$ cat src/rtl/fifo_arb_pkg.sv
// -----------------------------------------------------------------------------
// fifo_arb_pkg
// Shared types and helpers for the FIFO write-port arbiter.
//   arb_state_e : arbiter FSM encoding (IDLE, BURST)
//   idx_width   : width of a requester index for n requesters
//   cnt_width   : width of a counter that must hold 0..m
//   rr_pick     : round-robin winner index; scans last+1, last+2, ... (mod n)
// Optional feature macro used by the arbiter: FIFO_WR_ARB_CHK_EN
// -----------------------------------------------------------------------------
package fifo_arb_pkg;

   typedef enum logic [0:0] {
      IDLE  = 1'b0,
      BURST = 1'b1
   } arb_state_e;

   // Upper bound on requesters that rr_pick can scan.
   localparam int MAX_REQ = 32;

   function automatic int idx_width(input int n);
      return (n > 1) ? $clog2(n) : 1;
   endfunction

   function automatic int cnt_width(input int m);
      return (m > 0) ? $clog2(m + 1) : 1;
   endfunction

   // Scans from the farthest position back toward last+1 so that the
   // closest requester after 'last' is the one left in the result.
   // Returns 'last' when nothing is requesting.
   function automatic int rr_pick(input logic [MAX_REQ-1:0] req,
                                  input int last,
                                  input int n);
      int idx;
      int win;
      win = last;
      for (int k = n; k >= 1; k--) begin
         idx = (last + k) % n;
         if (req[idx[4:0]]) win = idx;
      end
      return win;
   endfunction

endpackage

$ cat src/rtl/rr_prio_picker.sv
// -----------------------------------------------------------------------------
// rr_prio_picker
// Combinational round-robin picker: the requester just after the last owner
// has highest priority, the last owner itself has lowest.
// Ports:
//   i_req        requests, one bit per requester
//   i_last       index of the previous grantee
//   o_winner_oh  one-hot winner (all zero when nothing requests)
//   o_valid      at least one request present
// -----------------------------------------------------------------------------
module rr_prio_picker
   import fifo_arb_pkg::*;
#(
   parameter int NUM_REQ = 4,
   parameter int IDXW    = idx_width(NUM_REQ)
) (
   input  logic [NUM_REQ-1:0] i_req,
   input  logic [IDXW-1:0]    i_last,
   output logic [NUM_REQ-1:0] o_winner_oh,
   output logic               o_valid
);

   logic [MAX_REQ-1:0] w_req_ext;
   int                 w_win;

   assign w_req_ext = MAX_REQ'(i_req);
   assign o_valid   = |i_req;

   always_comb begin
      w_win       = rr_pick(w_req_ext, int'(i_last), NUM_REQ);
      o_winner_oh = '0;
      if (o_valid) o_winner_oh[w_win[IDXW-1:0]] = 1'b1;
   end

endmodule

$ cat src/rtl/fifo_wr_arbiter.sv
// -----------------------------------------------------------------------------
// fifo_wr_arbiter
// Round-robin arbiter sharing one FIFO write port among NUM_REQ producers.
// A grantee may write up to MAX_BURST words per grant; one idle cycle always
// separates consecutive grants. FIFO full stalls the burst (grant held).
//
// Handshake: a word from requester i is transferred in a cycle when
// o_accept[i]=1, which happens only while i owns the grant, i_req[i]=1 and
// i_fifo_full=0; o_fifo_wr_en is exactly |o_accept, and o_fifo_data_in then
// carries that requester's slice of i_req_data.
//
// Ports:
//   i_clk, i_rst        clock (rising edge), synchronous active-high reset
//   i_req, i_req_data   per-requester level request and packed data words
//   o_gnt               registered one-hot grant
//   o_accept            word from requester i taken this cycle
//   o_owner             index of current/last grantee
//   o_busy              FSM state debug view: 1 in BURST
//   o_fifo_wr_en        FIFO write enable
//   o_fifo_data_in      FIFO write data (0 outside BURST)
//   i_fifo_full         FIFO full
//   i_fifo_wr_ack       FIFO write ack, one cycle after an accepted write
//   i_fifo_overflow     FIFO overflow flag
//   o_err               sticky protocol error
//
// Macro FIFO_WR_ARB_CHK_EN: when defined, o_err flags missing/unexpected
// write acks and any overflow; when undefined o_err is 0 and the ack/overflow
// inputs are ignored.
// -----------------------------------------------------------------------------
module fifo_wr_arbiter
   import fifo_arb_pkg::*;
#(
   parameter  int NUM_REQ    = 4,
   parameter  int FIFO_WIDTH = 16,
   parameter  int MAX_BURST  = 4,
   localparam int IDXW       = idx_width(NUM_REQ),
   localparam int BCW        = cnt_width(MAX_BURST)
) (
   input  logic                          i_clk,
   input  logic                          i_rst,
   input  logic [NUM_REQ-1:0]            i_req,
   input  logic [NUM_REQ*FIFO_WIDTH-1:0] i_req_data,
   output logic [NUM_REQ-1:0]            o_gnt,
   output logic [NUM_REQ-1:0]            o_accept,
   output logic [IDXW-1:0]               o_owner,
   output logic                          o_busy,
   output logic                          o_fifo_wr_en,
   output logic [FIFO_WIDTH-1:0]         o_fifo_data_in,
   input  logic                          i_fifo_full,
   input  logic                          i_fifo_wr_ack,
   input  logic                          i_fifo_overflow,
   output logic                          o_err
);

   arb_state_e            r_state;
   arb_state_e            w_state_nxt;
   logic [NUM_REQ-1:0]    r_gnt;
   logic [IDXW-1:0]       r_owner;
   logic [BCW-1:0]        r_beat;

   logic [NUM_REQ-1:0]    w_pick_oh;
   logic                  w_pick_vld;
   logic [IDXW-1:0]       w_pick_idx;
   logic                  w_take;
   logic                  w_last_beat;
   logic [FIFO_WIDTH-1:0] w_slice [NUM_REQ];

   for (genvar g = 0; g < NUM_REQ; g++) begin : g_slice
      assign w_slice[g] = i_req_data[g*FIFO_WIDTH +: FIFO_WIDTH];
   end

   rr_prio_picker #(
      .NUM_REQ (NUM_REQ),
      .IDXW    (IDXW)
   ) u_picker (
      .i_req       (i_req),
      .i_last      (r_owner),
      .o_winner_oh (w_pick_oh),
      .o_valid     (w_pick_vld)
   );

   always_comb begin
      w_pick_idx = '0;
      for (int i = 0; i < NUM_REQ; i++) begin
         if (w_pick_oh[i]) w_pick_idx = IDXW'(i);
      end
   end

   // Reset suppresses the write so nothing reaches the FIFO in the reset cycle.
   assign w_take      = (r_state == BURST) & i_req[r_owner] & ~i_fifo_full & ~i_rst;
   assign w_last_beat = (r_beat == BCW'(MAX_BURST - 1));

   // State register
   always_ff @(posedge i_clk) begin
      if (i_rst) r_state <= IDLE;
      else       r_state <= w_state_nxt;
   end

   // Next-state logic
   always_comb begin
      w_state_nxt = r_state;
      case (r_state)
         IDLE:    if (w_pick_vld) w_state_nxt = BURST;
         BURST:   if (!i_req[r_owner] || (w_take && w_last_beat)) w_state_nxt = IDLE;
         default: w_state_nxt = IDLE;
      endcase
   end

   // Grant, owner and beat registers. Owner resets to the last index so the
   // first scan after reset starts at requester 0.
   always_ff @(posedge i_clk) begin
      if (i_rst) begin
         r_gnt   <= '0;
         r_owner <= IDXW'(NUM_REQ - 1);
         r_beat  <= '0;
      end else begin
         if (r_state == IDLE && w_pick_vld) begin
            r_gnt   <= w_pick_oh;
            r_owner <= w_pick_idx;
            r_beat  <= '0;
         end else begin
            if (w_state_nxt == IDLE) r_gnt <= '0;
            if (w_take) r_beat <= r_beat + 1'b1;
         end
      end
   end

   // Output logic
   always_comb begin
      o_accept       = '0;
      o_fifo_data_in = '0;
      o_busy         = (r_state == BURST);
      if (w_take) o_accept[r_owner] = 1'b1;
      if (r_state == BURST) o_fifo_data_in = w_slice[r_owner];
   end

   assign o_fifo_wr_en = w_take;
   assign o_gnt        = r_gnt;
   assign o_owner      = r_owner;

`ifdef FIFO_WR_ARB_CHK_EN
   logic r_ack_pend;
   logic r_err;

   // r_ack_pend is the ack the FIFO owes this cycle for last cycle's write.
   always_ff @(posedge i_clk) begin
      if (i_rst) begin
         r_ack_pend <= 1'b0;
         r_err      <= 1'b0;
      end else begin
         r_ack_pend <= w_take;
         if ((r_ack_pend != i_fifo_wr_ack) || i_fifo_overflow) r_err <= 1'b1;
      end
   end

   assign o_err = r_err;

`ifdef SIM
   a_gnt_onehot0 : assert property (@(posedge i_clk) disable iff (i_rst) $onehot0(r_gnt));
   a_acc_in_gnt  : assert property (@(posedge i_clk) disable iff (i_rst) (o_accept & ~r_gnt) == '0);
   a_no_wr_full  : assert property (@(posedge i_clk) disable iff (i_rst) o_fifo_wr_en |-> !i_fifo_full);
`endif
`else
   logic w_unused_chk;
   assign w_unused_chk = i_fifo_wr_ack ^ i_fifo_overflow;
   assign o_err        = 1'b0;
`endif

endmodule

$ cat config.mk
export PLATFORM = sky130hd
export DESIGN_NAME = fifo_wr_arbiter
export DESIGN_NICKNAME = d
export VERILOG_FILES = /design/src/rtl/fifo_arb_pkg.sv /design/src/rtl/rr_prio_picker.sv /design/src/rtl/fifo_wr_arbiter.sv
export SDC_FILE = /design/constraint.sdc
export NUM_CORES = 1
export LEC_CHECK = 0
export ABC_CLOCK_PERIOD_IN_PS = 3000
export BUFFER_PORTS_ARGS = -buffer_cell sky130_fd_sc_hd__buf_2
export CORE_UTILIZATION = 38
export DETAILED_ROUTE_END_ITERATION = 7
export GPL_TIMING_DRIVEN = 0
export PLACE_DENSITY = 0.8
export SLEW_MARGIN = 10
export SYNTH_ARGS = -nofsm -noshare
export SYNTH_HDL_FRONTEND = slang
export SYNTH_SLANG_ARGS = --single-unit
$ cat constraint.sdc
create_clock -name i_clk -period 3 [get_ports i_clk]
set_clock_uncertainty 0.15 [all_clocks]
set_input_delay 0.75 -clock i_clk [delete_from_list [all_inputs] [get_ports i_clk]]
set_output_delay 0.75 -clock i_clk [all_outputs]
set_load 0.05 [all_outputs]
== Word-level counts from Yosys, hierarchy flattened ==
Cells that the tools add are included.
W data, S select, Z words.

* Register bits: 10
* Bits of input ports: 73
* Output and inout port bits: 29
* Logic and storage cells: 75

* $add $sub $neg: 5
* Order comparisons: 9
* Equality and inequality tests: 2
* Muxes and demuxes: 32
* Bitwise gates (word level): 11
* Reductions and logical operators: 12

{| class="wikitable"
|+ Operators with widths
! kind !! number
|-
| $mux W16 || 3
|-
| $bmux W16 S2 || 1
|-
| $lt A5 B6 Y1 const B || 4
|-
| $mux W4 || 4
|-
| $bmux W1 S3 || 4
|-
| $mux W2 || 6
|-
| $mux W1 || 10
|-
| $reduce_or A2 Y1 || 5
|-
| $lt A2 B3 Y1 const B || 2
|-
| $add A2 B1 Y2 const B || 2
|-
| $add A2 B2 Y2 const B || 2
|-
| $and A1 B1 Y1 const A || 4
|-
| $demux W1 S2 || 2
|-
| $ge A2 B1 Y1 const B || 2
|-
| $logic_and A1 B1 Y1 || 4
|-
| $reduce_or A4 Y1 || 1
|-
| $add A3 B1 Y3 const B || 1
|-
| $and A1 B1 Y1 || 3
|-
| $eq A3 B2 Y1 const B || 1
|-
| $ge A3 B3 Y1 const B || 1
|-
| $not A1 Y1 || 3
|-
| $not A2 Y3 || 1
|-
| $bmux W1 S2 || 1
|-
| $ne A2 B1 Y1 const B || 1
|-
| 3 further kinds || 3
|}

== Depth between registers and ports, before layout ==
* Word-level depth: 17
* Depth in mapped cells: 9
* Gate-level depth less buffers: 7

== Cells and area by module ==
Synthesis repeated with hierarchy kept, for this count alone.

* Cells, all modules: 103
* Area, all modules: 1074.8 um^2

{| class="wikitable"
|+ By module, submodules not included
! module !! times used !! cells an instance !! area each (um^2) !! seq. area each (um^2)
|-
| fifo_wr_arbiter || 1 || 86 || 969.7 || 200.2
|-
| rr_prio_picker || 1 || 17 || 105.1 || 0.0
|}

== Least setup slack after synthesis ==
Ideal clock, no wire load.

* Kind: flip-flop to output port
* Start point: reg r_owner[0] (netlist: o_owner[0])
* End point: out o_accept[0]
* Arrival: 2.313 ns
* Data required time: 2.100 ns
* Slack: -0.213 ns
* Cell stages (with the launch flop): 6
* Buffers on the path: 1
* Cell sequence: dfxtp_1 > buf_2 > mux4_2 > nand2_1 > nor3_4 > and2_1

* Cells in the longest elaborated chain, start to end: 6
* Elaborated cells between the ends (all ways): 11
* Those cells by class: order compare: 2; mux: 5; bitwise: 3; reduce/logical: 1

{| class="wikitable"
|+ RTL lines
! item !! line !! RTL
|-
| start: declaration || fifo_wr_arbiter.sv:58 || <nowiki>logic [IDXW-1:0] r_owner;</nowiki>
|-
| start signal: assignment || fifo_wr_arbiter.sv:114 || <nowiki>r_owner <= IDXW'(NUM_REQ - 1);</nowiki>
|-
| start signal: assignment || fifo_wr_arbiter.sv:119 || <nowiki>r_owner <= w_pick_idx;</nowiki>
|-
| $bmux W1 S2 || fifo_wr_arbiter.sv:90 || <nowiki>assign w_take = (r_state == BURST) & i_req[r_owner] & ~i_fifo_full & ~i_rst;</nowiki>
|-
| $mux W1 (not written as such) || fifo_wr_arbiter.sv:90 ||
|-
| $and A1 B1 Y1 (3 in series) || fifo_wr_arbiter.sv:90 ||
|-
| net o_fifo_wr_en || fifo_wr_arbiter.sv:47 || <nowiki>output logic o_fifo_wr_en,</nowiki>
|-
| $mux W4 || fifo_wr_arbiter.sv:133 || <nowiki>if (w_take) o_accept[r_owner] = 1'b1;</nowiki>
|-
| end: declaration || fifo_wr_arbiter.sv:44 || <nowiki>output logic [NUM_REQ-1:0] o_accept,</nowiki>
|}

The timed path passes the listed nets, and every way through them passes these cells. The select of a mux whose other input is x is not followed.

== Final worst setup path ==
* Start point: in i_req[1]
* End point: out o_accept[1]

* Cells in the longest elaborated chain, start to end: 6

{| class="wikitable"
|+ RTL lines
! item !! line !! RTL
|-
| start: declaration || fifo_wr_arbiter.sv:41 || <nowiki>input logic [NUM_REQ-1:0] i_req,</nowiki>
|-
| $bmux W1 S2 || fifo_wr_arbiter.sv:90 ||
|-
| $mux W1 (not written as such) || fifo_wr_arbiter.sv:90 ||
|-
| $and A1 B1 Y1 (3 in series) || fifo_wr_arbiter.sv:90 ||
|-
| $mux W4 || fifo_wr_arbiter.sv:133 ||
|}

Every way passes these cells. The select of a mux whose other input is x is not followed.

==> reports/summary.json <==
{
  "outcome": "complete, but fails checks",
  "failed_checks": "DRC",
  "avgSynthCellArea_um2": 10.1,
  "gp_congestion": 0.876,
  "wire_length_of_the_first_global_routing_pass_um": 5200,
  "finalCriticalPeriod_ps": 2910,
  "leakage_nw": 0.904,
  "worst_hold_path.endpoint": "o_gnt[1]",
  "critical_path_arrival_ps": 2010,
  "groute.usage.overall_pct": 19.9,
  "synthesis.area_um2": 1170,
  "grt_start_max_net_pins": 11,
  "critPathRequiredTime_ps": 2100,
  "synth_fp_nets": 195,
  "crit_fanout": 9,
  "clkTransAtPathRegs_ps": 60,
  "drive_above_1_share_pct": 62.8,
  "initial_antenna_violation_count": 0,
  "fmaxAchievable_mhz": 343,
  "path_cells": "buf_2 > mux4_2 > nand2_1 > nor3_4 > and2_2 > buf_2",
  "detail_route.first_pass.iterations": 8,
  "timing.critical_path.max_delay_family": "simple AND/OR/NAND/NOR gates",
  "min-delay-path-class": "register to register",
  "io_buffers": 98,
  "finalHoldViolations": 0,
  "clockRootBuffer": "sky130_fd_sc_hd__clkbuf_4",
  "core-area_um2": 2850,
  "synth_top_family_by_area": "multiplexers",
  "timing.rr.end": "o_gnt[2]",
  "antenna_violating_nets_post_route": 0,
  "cp_slowest_cell": "sky130_fd_sc_hd__nor3_4",
  "placementRows": 19,
  "max_stage_delay_ps": 300,
  "boundaryPins": 102,
  "synthesis.yosys.warnings": 0,
  "vertical_extent_of_the_die_um": 57.6,
  "post-cts-setup-buffers": 0,
  "worstSkewPairLatency_ps": 270,
  "hpwlAfterDp_um": 2650,
  "dp_worst_setup_slack_ps": 32.2,
  "post_synth_and_or_nand_nor_area_fraction_pct": 19.9,
  "post-route-period-util_pct": 97.2,
  "dpl_cell_area_um2": 1710,
  "ys_ff_latch": 10,
  "hold_crit_depth": 2,
  "synth-compound-area-share_pct": 12.8,
  "timing.hold.worst.start": "o_gnt[1]",
  "layout.core_utilization_pct": 61.5,
  "number_of_global_route_vias_before_repair": 1250,
  "die_w_um": 57.6,
  "htree_num_levels": 1,
  "post_synth_fa_ha_maj_area_fraction_pct": 6.39,
  "nNetsFinal": 298,
  "r2r_setup_slk_ps": 570,
  "cts_tree": "done",
  "maxSlewHeadroom_pct": 62.0,
  "max_rail_drop_vdd_uv": 283,
  "r2r-start": "o_owner[0]",
  "cts_sinks": 10,
  "cts-hold-fix-buffers": 0,
  "cp_common_cell": "sky130_fd_sc_hd__buf_2",
  "worst_slack_setup_final_ps": 85.4,
  "syn-instance-count": 116,
  "finalSetupViolations": 0,
  "via_count": 1302,
  "postRouteWirelength_um": 3250,
  "number_of_antenna_repair_diodes": 0,
  "initial_util_pct": 41.2,
  "floorplan.die_area_um2": 3320,
  "startpoint_type_of_the_worst_setup_path": "input pin",
  "finalMaxSlewViolations": 0,
  "count_of_buffer_and_inverter_cells_on_the_critical_path": 2,
  "drt_first_iter_violations": 37,
  "clock_tree.buffer_depth": 2,
  "worst_setup_path_end_kind": "primary output",
  "number_of_distinct_library_cells_after_synthesis": 31,
  "setup_total_negative_slack_ps": 0,
  "area.growth.synth_to_final_pct": 49.3,
  "routed_via_density": 5.23,
  "drc_errors": 8,
  "postLayoutCellArea_um2": 1750,
  "rsz0062_at_grt": "false",
  "worstMarginPinSlew_ps": 563,
  "post_synth_xor_area_fraction_pct": 0.745,
  "worst_r2r_path_cells": 9,
  "power_density_nw_per_um2": 488,
  "timing_worst_setup_path_type": "input pin to primary output",
  "grt.overflow.total": 0,
  "synth.area.mux_share_pct": 37.9,
  "drv.max_cap_violation_count": 0,
  "numCtsBuffers": 3,
  "wl_per_cell_um": 13.1,
  "seq_area_frac_synth_pct": 17.0
}
[layout by cell type (no fill, tap or decap), types with 4 or more instances in the layout]
| cell type | count |
|---|---|
| sky130_fd_sc_hd__ha_1 | 6 |
| sky130_fd_sc_hd__mux4_2 | 17 |
| sky130_fd_sc_hd__clkbuf_4 | 5 |
| sky130_fd_sc_hd__mux2i_1 | 4 |
| sky130_fd_sc_hd__a21oi_1 | 4 |
| sky130_fd_sc_hd__dfxtp_1 | 8 |
| sky130_fd_sc_hd__nor2_1 | 6 |
| sky130_fd_sc_hd__and2_2 | 4 |
| sky130_fd_sc_hd__nand2_1 | 8 |
| sky130_fd_sc_hd__clkbuf_1 | 4 |
| sky130_fd_sc_hd__o21ai_0 | 4 |
| sky130_fd_sc_hd__buf_2 | 101 |
| sky130_fd_sc_hd__and2_1 | 16 |
[how the worst max path moves through the flow]
| stage | startpoint | to | cells after the start |
|---|---|---|---|
| finish | i_req[1] | o_accept[1] | 6 |
| global route | o_owner[0] | o_fifo_data_in[7] | 5 |
| CTS | i_req[3] | o_accept[1] | 6 |
| detailed placement | i_req[3] | o_accept[1] | 6 |
| global placement | i_req[1] | o_accept[0] | 6 |
| floorplan | i_req[2] | o_accept[0] | 4 |
[through the flow]
stage | hold slack [ps] | power, mW | instances
global placement | 286 | 0.730 | 245
CTS | 307 | 0.858 | 249
floorplan | 352 | 0.601 | 116
detailed placement | 292 | 0.735 | 245
finish | 302 | 0.856 | 249
global route | 351 | 0.916 | 249
[synthesized netlist by cell type]
cell / count / share of area, %
sky130_fd_sc_hd__nand2b_1: 2 / 1.1
sky130_fd_sc_hd__a21bo_2: 1 / 0.85
sky130_fd_sc_hd__a31oi_1: 1 / 0.53
sky130_fd_sc_hd__clkbuf_1: 5 / 1.6
sky130_fd_sc_hd__and2_1: 20 / 11
sky130_fd_sc_hd__ha_1: 6 / 6.4
sky130_fd_sc_hd__nand2_1: 8 / 2.6
sky130_fd_sc_hd__a21oi_1: 4 / 1.7
sky130_fd_sc_hd__inv_1: 3 / 0.96
sky130_fd_sc_hd__nand3b_1: 1 / 0.64
sky130_fd_sc_hd__o41ai_1: 1 / 0.75
sky130_fd_sc_hd__a22o_1: 1 / 0.75
sky130_fd_sc_hd__a31o_2: 1 / 0.75
sky130_fd_sc_hd__buf_2: 4 / 1.7
sky130_fd_sc_hd__mux4_2: 17 / 33
sky130_fd_sc_hd__xnor2_1: 1 / 0.75
sky130_fd_sc_hd__nand3_1: 1 / 0.43
sky130_fd_sc_hd__nor2_1: 6 / 1.9
sky130_fd_sc_hd__o21ai_0: 4 / 1.7
sky130_fd_sc_hd__mux2i_1: 4 / 3.4
sky130_fd_sc_hd__a2111oi_2: 1 / 1.3
sky130_fd_sc_hd__a32o_1: 1 / 0.85
sky130_fd_sc_hd__nor3_4: 1 / 1.4
sky130_fd_sc_hd__mux2_2: 2 / 1.9
sky130_fd_sc_hd__a211o_1: 1 / 0.75
sky130_fd_sc_hd__nor3_1: 3 / 1.3
sky130_fd_sc_hd__a21o_1: 1 / 0.64
sky130_fd_sc_hd__a221oi_1: 3 / 2.2
sky130_fd_sc_hd__buf_4: 1 / 0.64
sky130_fd_sc_hd__dfxtp_1: 10 / 17
sky130_fd_sc_hd__conb_1: 1 / 0.32
[repair_timing]
| item | CTS | global route |
|---|---|---|
| resized for setup | 1 | 3 |
| pin swaps | 0 | 1 |
| cloned | 0 | 0 |
| endpoints found under the setup margin | 9 | 20 |
[cell families (layout without fill, tap and decap cells)]
| family | after synthesis | count (layout) |
|---|---|---|
| adders and majority gates | 6 | 6 |
| other | 1 | 1 |
| and+or+nand+nor | 42 | 42 |
| DFF | 10 | 10 |
| muxes | 23 | 23 |
| xor gates and xnor gates | 1 | 1 |
| buffers and inverters | 13 | 115 |
| AOI/OAI and AO/OA | 20 | 20 |
[worst min-delay path: stages, from the launching register on]
cell and delay (ps):
sky130_fd_sc_hd__dfxtp_1 330, sky130_fd_sc_hd__nand2_1 40, sky130_fd_sc_hd__o21ai_0 50
[report_power, final]
group | switching, mW | internal [mW]
clock | 0.0486 | 0.0737
sequential | 0.0149 | 0.150
combinational | 0.342 | 0.226
total | 0.406 | 0.450
[sequential cells by signal (all words and copies together) (netlist names)]
name     count
o_busy       1
o_gnt        4
o_owner      2
r_beat       3
[metal layers]
layer | track usage (%) | wire length [um]
met1 | 22.4 | 1290
met2 | 39.5 | 1710
met3 | 2.27 | 230
met4 | 4.18 | 18
met5 | 0 | 0
[area by class of cell]
class                           count  area [um^2]
Tap cell                           31         38.8
Timing Repair Buffer               98          490
Buffer                             10         52.6
Clock buffer                        4         36.3
Inverter                            3         11.3
Multi-Input combinational cell     93          922
Sequential cell                    10          203
Fill cell                         242         1100
No activity file was read; power rests on OpenSTA's default activity.
